$ cat src/rtl/dot_seq_pkg.sv
// Shared types and constants for the dot_seq_feeder operand sequencer.
package dot_seq_pkg;

  localparam int OPND_W = 8;
  localparam int RES_W  = 16;

  typedef enum logic [1:0] {
    ST_IDLE  = 2'd0,
    ST_RUN   = 2'd1,
    ST_DRAIN = 2'd2,
    ST_DONE  = 2'd3
  } state_t;

  // Shadow accumulator width: enough headroom to sum DEPTH full-scale products.
  function automatic int shadow_w(input int depth);
    return RES_W + $clog2(depth);
  endfunction

endpackage

$ cat src/rtl/dot_seq_operand_buf.sv
// DEPTH-entry operand pair store: {a, b} per entry, synchronous write,
// combinational read. Contents are not reset; the sequencer only reads
// entries it has written since the last result handshake.
module dot_seq_operand_buf
  import dot_seq_pkg::*;
#(
  parameter int DEPTH = 8,
  parameter int PTR_W = $clog2(DEPTH)
) (
  input  logic                  clk,
  input  logic                  wr_en,
  input  logic [PTR_W-1:0]      wr_ptr,
  input  logic [2*OPND_W-1:0]   wr_data,
  input  logic [PTR_W-1:0]      rd_ptr,
  output logic [2*OPND_W-1:0]   rd_data
);

  logic [2*OPND_W-1:0] mem [DEPTH];

  // Write port: one pair per accepted load beat.
  always_ff @(posedge clk) begin
    if (wr_en) mem[wr_ptr] <= wr_data;
  end

  assign rd_data = mem[rd_ptr];

endmodule

$ cat src/rtl/dot_seq_feeder.sv
// Operand sequencer feeding the 8x8 MAC: buffers load beats, streams them
// into the MAC on start, captures the sum and offers it on the result port.
// Optional feature macro: DOT_SEQ_OVF_DETECT_EN adds a shadow accumulator so
// res_ovf also flags sums that exceed 16 bits.
//
// state    | meaning
// ---------+--------------------------------------------------------------
// ST_IDLE  | accept load beats, wait for start
// ST_RUN   | present one buffered pair per cycle with mac_enable high
// ST_DRAIN | MAC idle for a cycle; its output holds the full sum, captured here
// ST_DONE  | result held on res_data/res_ovf until res_ready
module dot_seq_feeder
  import dot_seq_pkg::*;
#(
  parameter int DEPTH = 8
) (
  input  logic              clk,
  input  logic              reset,
  input  logic              ld_valid,
  output logic              ld_ready,
  input  logic [OPND_W-1:0] ld_a,
  input  logic [OPND_W-1:0] ld_b,
  input  logic              start,
  output logic              busy,
  output logic              mac_enable,
  output logic [OPND_W-1:0] mac_a,
  output logic [OPND_W-1:0] mac_b,
  input  logic              mac_valid,
  input  logic [RES_W-1:0]  mac_c,
  output logic              res_valid,
  input  logic              res_ready,
  output logic [RES_W-1:0]  res_data,
  output logic              res_ovf
);

  localparam int PTR_W = $clog2(DEPTH);
  localparam int CNT_W = PTR_W + 1;

  state_t state, state_next;

  logic [CNT_W-1:0]    count;
  logic [CNT_W-1:0]    count_inc;
  logic [PTR_W-1:0]    wr_ptr;
  logic [CNT_W-1:0]    rd_ptr;
  logic                ld_fire;
  logic [2*OPND_W-1:0] rd_data;
  logic                ovf_calc;

  assign ld_fire   = ld_valid && ld_ready;
  // Vector length as seen by start, including a beat taken on the same edge.
  assign count_inc = count + CNT_W'(ld_fire);

  dot_seq_operand_buf #(
    .DEPTH (DEPTH),
    .PTR_W (PTR_W)
  ) u_buf (
    .clk     (clk),
    .wr_en   (ld_fire),
    .wr_ptr  (wr_ptr),
    .wr_data ({ld_a, ld_b}),
    .rd_ptr  (rd_ptr[PTR_W-1:0]),
    .rd_data (rd_data)
  );

  // State register.
  always_ff @(posedge clk) begin
    if (reset) state <= ST_IDLE;
    else       state <= state_next;
  end

  // Next-state decode and state-derived outputs.
  always_comb begin
    state_next = state;
    ld_ready   = 1'b0;
    busy       = 1'b1;
    mac_enable = 1'b0;
    mac_a      = '0;
    mac_b      = '0;
    res_valid  = 1'b0;
    case (state)
      ST_IDLE: begin
        busy     = 1'b0;
        ld_ready = (count < CNT_W'(DEPTH));
        if (start) state_next = (count_inc != '0) ? ST_RUN : ST_DONE;
      end
      ST_RUN: begin
        mac_enable = 1'b1;
        mac_a      = rd_data[2*OPND_W-1:OPND_W];
        mac_b      = rd_data[OPND_W-1:0];
        if (rd_ptr == count - CNT_W'(1)) state_next = ST_DRAIN;
      end
      ST_DRAIN: state_next = ST_DONE;
      ST_DONE: begin
        res_valid = 1'b1;
        if (res_ready) state_next = ST_IDLE;
      end
      default: state_next = ST_IDLE;
    endcase
  end

`ifdef DOT_SEQ_OVF_DETECT_EN
  localparam int SH_W = shadow_w(DEPTH);

  logic [SH_W-1:0] shadow;
  logic [SH_W-1:0] prod;

  assign prod = SH_W'(mac_a) * SH_W'(mac_b);

  // Full-precision running sum alongside the MAC, cleared once the result is taken.
  always_ff @(posedge clk) begin
    if (reset)                  shadow <= '0;
    else if (state == ST_RUN)   shadow <= shadow + prod;
    else if (state == ST_DRAIN) shadow <= '0;
  end

  assign ovf_calc = !mac_valid || (shadow[SH_W-1:RES_W] != '0);
`else
  assign ovf_calc = !mac_valid;
`endif

  // Count, pointers and result register.
  always_ff @(posedge clk) begin
    if (reset) begin
      count    <= '0;
      wr_ptr   <= '0;
      rd_ptr   <= '0;
      res_data <= '0;
      res_ovf  <= 1'b0;
    end else begin
      case (state)
        ST_IDLE: begin
          if (ld_fire) begin
            count  <= count_inc;
            wr_ptr <= wr_ptr + PTR_W'(1);
          end
          if (start) begin
            rd_ptr <= '0;
            if (count_inc == '0) begin
              res_data <= '0;
              res_ovf  <= 1'b0;
            end
          end
        end
        ST_RUN: rd_ptr <= rd_ptr + CNT_W'(1);
        ST_DRAIN: begin
          res_data <= mac_c;
          res_ovf  <= ovf_calc;
        end
        ST_DONE: begin
          if (res_ready) begin
            count  <= '0;
            wr_ptr <= '0;
            rd_ptr <= '0;
          end
        end
        default: ;
      endcase
    end
  end

endmodule
$ cat config.mk
export PLATFORM = sky130hd
export DESIGN_NAME = dot_seq_feeder
export DESIGN_NICKNAME = d
export VERILOG_FILES = /design/src/rtl/dot_seq_pkg.sv /design/src/rtl/dot_seq_operand_buf.sv /design/src/rtl/dot_seq_feeder.sv
export SDC_FILE = /design/constraint.sdc
export NUM_CORES = 1
export LEC_CHECK = 0
export ABC_AREA = 1
export CAP_MARGIN = 30
export CORE_MARGIN = 2
export CORE_UTILIZATION = 40
export CTS_BUF_LIST = sky130_fd_sc_hd__clkbuf_8 sky130_fd_sc_hd__clkbuf_16
export CTS_CLUSTER_SIZE = 16
export DETAILED_ROUTE_END_ITERATION = 12
export GPL_TIMING_DRIVEN = 0
export HOLD_SLACK_MARGIN = 0.05
export RECOVER_POWER = 25
export SYNTH_ARGS = -nofsm -noshare
export SYNTH_HDL_FRONTEND = slang
export SYNTH_SLANG_ARGS = --single-unit
$ cat constraint.sdc
create_clock -name clk -period 3.22 [get_ports clk]
set_input_delay 0.644 -clock clk [delete_from_list [all_inputs] [get_ports clk]]
set_output_delay 0.644 -clock clk [all_outputs]
set_load 0.1 [all_outputs]
# Yosys cells after proc, flatten, opt, wreduce, memory -nomap -nowiden
# Memories as Yosys holds them, arrays and structs flattened. A register that Yosys moved wholly into a read port is not among the register bits.
# Index checks and enable logic that the tools add are counted.
# W data, S select, Z words.
# word_totals
n_memories	1
ramBits	128
ff_bits	30
elab_cells	62
out_inout_bits	37
# mem_list
memory	depth	word_bits	rd	rd_ports_with_merged_regs	wr	line_no	text
u_buf.mem	8	16	1	1	1	dot_seq_operand_buf.sv:18	logic [2*OPND_W-1:0] mem [DEPTH];
# classes
reduce_logical	12
eq_ne	9
mux	29
addsub	4
n_lt_le_gt_ge	1
# ops
op	count
$mux W16	2
$pmux W16 S2	1
$mux W8	2
$mux W3	4
$mux W4	3
$pmux W4 S3	1
$reduce_and A3 Y1	4
$ne A2 B2 Y1 const B	5
$mux W1	8
$mux W2	4
$pmux W2 S4	1
$pmux W4 S2	1
$pmux W3 S2	1
$add A4 B1 Y4	1
$add A4 B1 Y4 const B	1
$eq A2 B2 Y1 const B	2
$eq A4 B4 Y1	1
$logic_not A4 Y1	1
$lt A4 B4 Y1 const B	1
$reduce_bool A2 Y1	2
$reduce_bool A4 Y1	1
$sub A4 B1 Y4 const B	1
$add A3 B1 Y3 const B	1
$reduce_bool A3 Y1	1
other kinds (5)	5

# Logic depth before layout (Yosys ltp)
# logic_depth
word_depth	8
mapped_depth	15
ltp_nobuf	14

# Modules after synthesis
# From an unflattened synthesis, not the netlist that was laid out.
# hier_totals
hier_cells	856
area_unflattened_um2	7571.0
# modules_own_cells
module	seq_area_each_um2	area_each_um2	instances	cells_each
dot_seq_operand_buf	3843.7	5669.2	1	571
dot_seq_feeder	600.6	1901.8	1	285

# Worst setup path before layout
# OpenSTA, ideal clock, no wires.
# synth_path
kind	register to register
startpoint	register state[0]
endpoint	memory u_buf.mem[4][0] in the netlist's numbering, enable pin
n_path_buf	0
period_less_slack_ps	4266
setup_time_ps	409
t_arrival_ps	3856
required_ps	2811
setup_slack_ps	-1046
stages_incl_launch_ff	9
cell_sequence	dfxtp_1 inv_1 ha_1 inv_2 nor2_1 nand2_1 nor2_1 inv_1 nor3_1
# synth_via
elab_chain_len	5
# synth_rtl
item	line_no	text
start, declared	dot_seq_feeder.sv:39	state_t state, state_next;
start signal, assigned	dot_seq_feeder.sv:68	else state <= state_next;
$logic_not A2 Y1	dot_seq_feeder.sv:80	case (state)
$mux W1	dot_seq_feeder.sv:80	
net ld_ready	dot_seq_feeder.sv:20	output logic ld_ready,
$logic_and A1 B1 Y1	dot_seq_feeder.sv:49	assign ld_fire = ld_valid && ld_ready;
$mux W1	dot_seq_operand_buf.sv:22	if (wr_en) mem[wr_ptr] <= wr_data;
$mux W1 (not written as such)	dot_seq_operand_buf.sv:22	
end, declared	dot_seq_operand_buf.sv:18	
# The timed path passes the listed nets, and every way through them passes these cells.

==> impl_metrics.csv <==
group,metric,value,unit
route,drt-wirelength-per-cell,17.5,um
place,place_hpwl,11900,um
clocking,cts_tree,"done",
route,num_vias,4962,
worst_setup_path,path_max_fanout,10,
timing,fmaxAchievable,0.323,GHz
clocking,cts_buffer_depth,2,
final_layout,fillers,1456,
synth,synth_top_cell_by_area,"edfxtp_1",
worst_setup_path,start_kind,"register",
place,port_buffers,73,
min_path,worstHoldPathType,"register to register",
synth,synth_nets,681,
worst_setup_path,cp.arrival,2.45,ns
synth,synth_top_area_frac,0.564,
final_layout,drive_above_1_share,0.152,
final_layout,final_util,0.522,
synth,yosys_warnings,0,
synth,synth_area_per_cell,10.8,um^2
clocking,cts.sinks,161,
timing,setup_viol,0,
grt,track_usage,0.197,
status,status,"finished clean",
floorplan,io_pins,75,
clocking,clk_pin_slew,0.06,ns
floorplan,die-area,18100,um^2
timing,maxSlewViolCount,0,
clocking,cts.htree.levels,4,
synth,synth_ff_type,"edfxtp_1",
synth,ys_top_cells_by_count,"nor2_1, edfxtp_1, nand2_1",
pwr,cellPowerDensity,937,nW/um^2
timing,finalCriticalPeriod,3.10,ns
place,gp_congestion,0.829,
place,dp_worst_setup_slack,-0.370,ns
clocking,cts-root-buf,"clkbuf_16",
synth,syn_area,6820,um^2
clocking,numCtsBuffers,17,
final_layout,seqCellArea,4500,um^2
route,firstDrtPassIters,4,
worst_setup_path,cp-end-kind,"output port",
synth,yosys.cell_types.count,27,
timing,setup_ws,0.125,ns
clocking,clkLatencyLatePin,0.42,ns
synth,synthesis.instances,633,
route,wl,16900,um
timing,post-route-period-util,0.961,
pwr,ir_drop,1.05,mV
route,drtAntennaViolNets,0,
synth,ys_seq_area_frac,0.661,
timing,rsz0062_at_grt,"false",
floorplan,core,16600,um^2
synth,synth_edf_count,128,
clocking,hold_buffers,0,
timing,worst_pin_slew,0.993,ns
grt,grt_max_degree,17,
timing,hold_viol,0,
floorplan,die_w,135,um
route,drcViolationCount,0,
route,post_drt_via_cell_ratio,5.13,
floorplan,num_rows,47,
synth,synth-seq-cells,161,
clocking,post-cts-setup-buffer-count,0,
grt,antenna_found_initial,2,
grt,grt_pass1_wl,27100,um
floorplan,die_h,135,um
pwr,p_leak,0.00314,uW
final_layout,multi_input_area,2250,um^2
route,drt_iter0_markers,436,
timing,slew_headroom,0.336,
grt,grt.overflow.total,0,
grt,grt_pass1_vias,5069,
worst_setup_path,criticalPathCategory,"register to output port",
synth,synth_area_leaders,"edfxtp_1, dfxtp_1, nor2_1, o21ai_0, nand2_1",
final_layout,final_net_count,781,
floorplan,start_util,0.410,
final_layout,area_growth_syn_to_layout,27.3,%
worst_setup_path,cp.required,2.58,ns
timing,skew,0.00704,ns
run,drv_cap,0,
synth,synth.most_common_cell,"nor2_1",
synth,synth_async_sr_flop_share,0,
## worst max-delay path: stages, from the launching register on
cell             delay, ns
dfxtp_1               0.30
buf_2                 0.17
inv_2                 0.16
buf_2                 0.28
nor2_1                0.06
o22ai_1               0.16
o21ai_0               0.14
a31oi_2               0.19
clkdlybuf4s15_2       0.58
## where the power goes
group,switching (uW),leakage [uW],total [uW],internal (uW)
clock,773,0.000286,1970,1200
combinational,2690,0.00143,3590,905
sequential,105,0.00143,2570,2470
total,3560,0.00314,8130,4570
## state kept, by name (all words and copies together) (netlist names), named ones only
| signal | flops |
|---|---|
| u_buf.mem | 128 |
| res_data | 16 |
| count | 4 |
| rd_ptr | 4 |
| wr_ptr | 3 |
| state | 2 |
| res_ovf | 1 |
## logic make-up (layout without fill, tap and decap cells)
group,after synthesis,in the layout,synth area share
simple gates,257,257,0.159
buf+inv,60,172,0.0418
compound gates,143,143,0.117
xor+xnor,2,2,0.00367
other cells,0,2,0
fa+ha+maj,10,10,0.0183
flops,161,161,0.661
## what timing repair did
action,4_1_cts,5_1_grt
resized for setup,74,16
endpoints found under the setup margin,16,14
pin swaps,0,0
## layout make-up
class,instances,share of cell area
buffer,35,0.0235
inverter,25,0.0108
sequential,161,0.519
antenna,2,0.000576
clock buffer,17,0.0490
tap,220,0.0317
clock inverter,14,0.0174
timing repair buffer,81,0.0891
multi-input combinational,412,0.259
## final timing paths
kind	from	to	slack (ns)	cells past startpoint
worst max-delay path	register	mac_a[3]	0.12	8
worst min-delay path	wr_ptr[0]	wr_ptr[0]	0.52	2
worst max register to register	state[0]	res_data[0]	0.60	13
worst min register to register	wr_ptr[0]	wr_ptr[0]	0.52	2
## metrics by stage
stage / hold slack (ns) / std cells / instance area (um^2) / total power, uW / setup TNS [ns]
CTS: 0.518 / 965 / 8710 / 8210 / 0
floorplan: 0.471 / 633 / 7020 / 5320 / 0
global placement: 0.480 / 926 / 8030 / 6170 / -4.69
finish: 0.519 / 967 / 8680 / 8130 / 0
detailed placement: 0.512 / 934 / 8150 / 6260 / -4.59
global route: 0.552 / 966 / 8680 / 8530 / 0
## cells in the final DEF, fill, tap and decap left out, types with 17 or more instances in the layout
cell type | Yosys | layout
clkdlybuf4s50_1 | 0 | 46
edfxtp_1 | 128 | 128
dfxtp_1 | 33 | 33
buf_2 | 9 | 21
inv_1 | 23 | 26
o21ai_0 | 78 | 78
nand2_1 | 83 | 83
nand3b_1 | 17 | 17
clkbuf_16 | 0 | 17
nor2_1 | 137 | 130
## routing by layer
metal,wire [um],vias up,part of all wire,track usage
li1,-,2408,-,-
met1,7450,2388,0.44,0.251
met5,0,-,0,0
met4,292,0,0.017,0.0626
met3,765,21,0.045,0.0402
met2,8440,145,0.50,0.338
(Power assumes the default switching activity.)
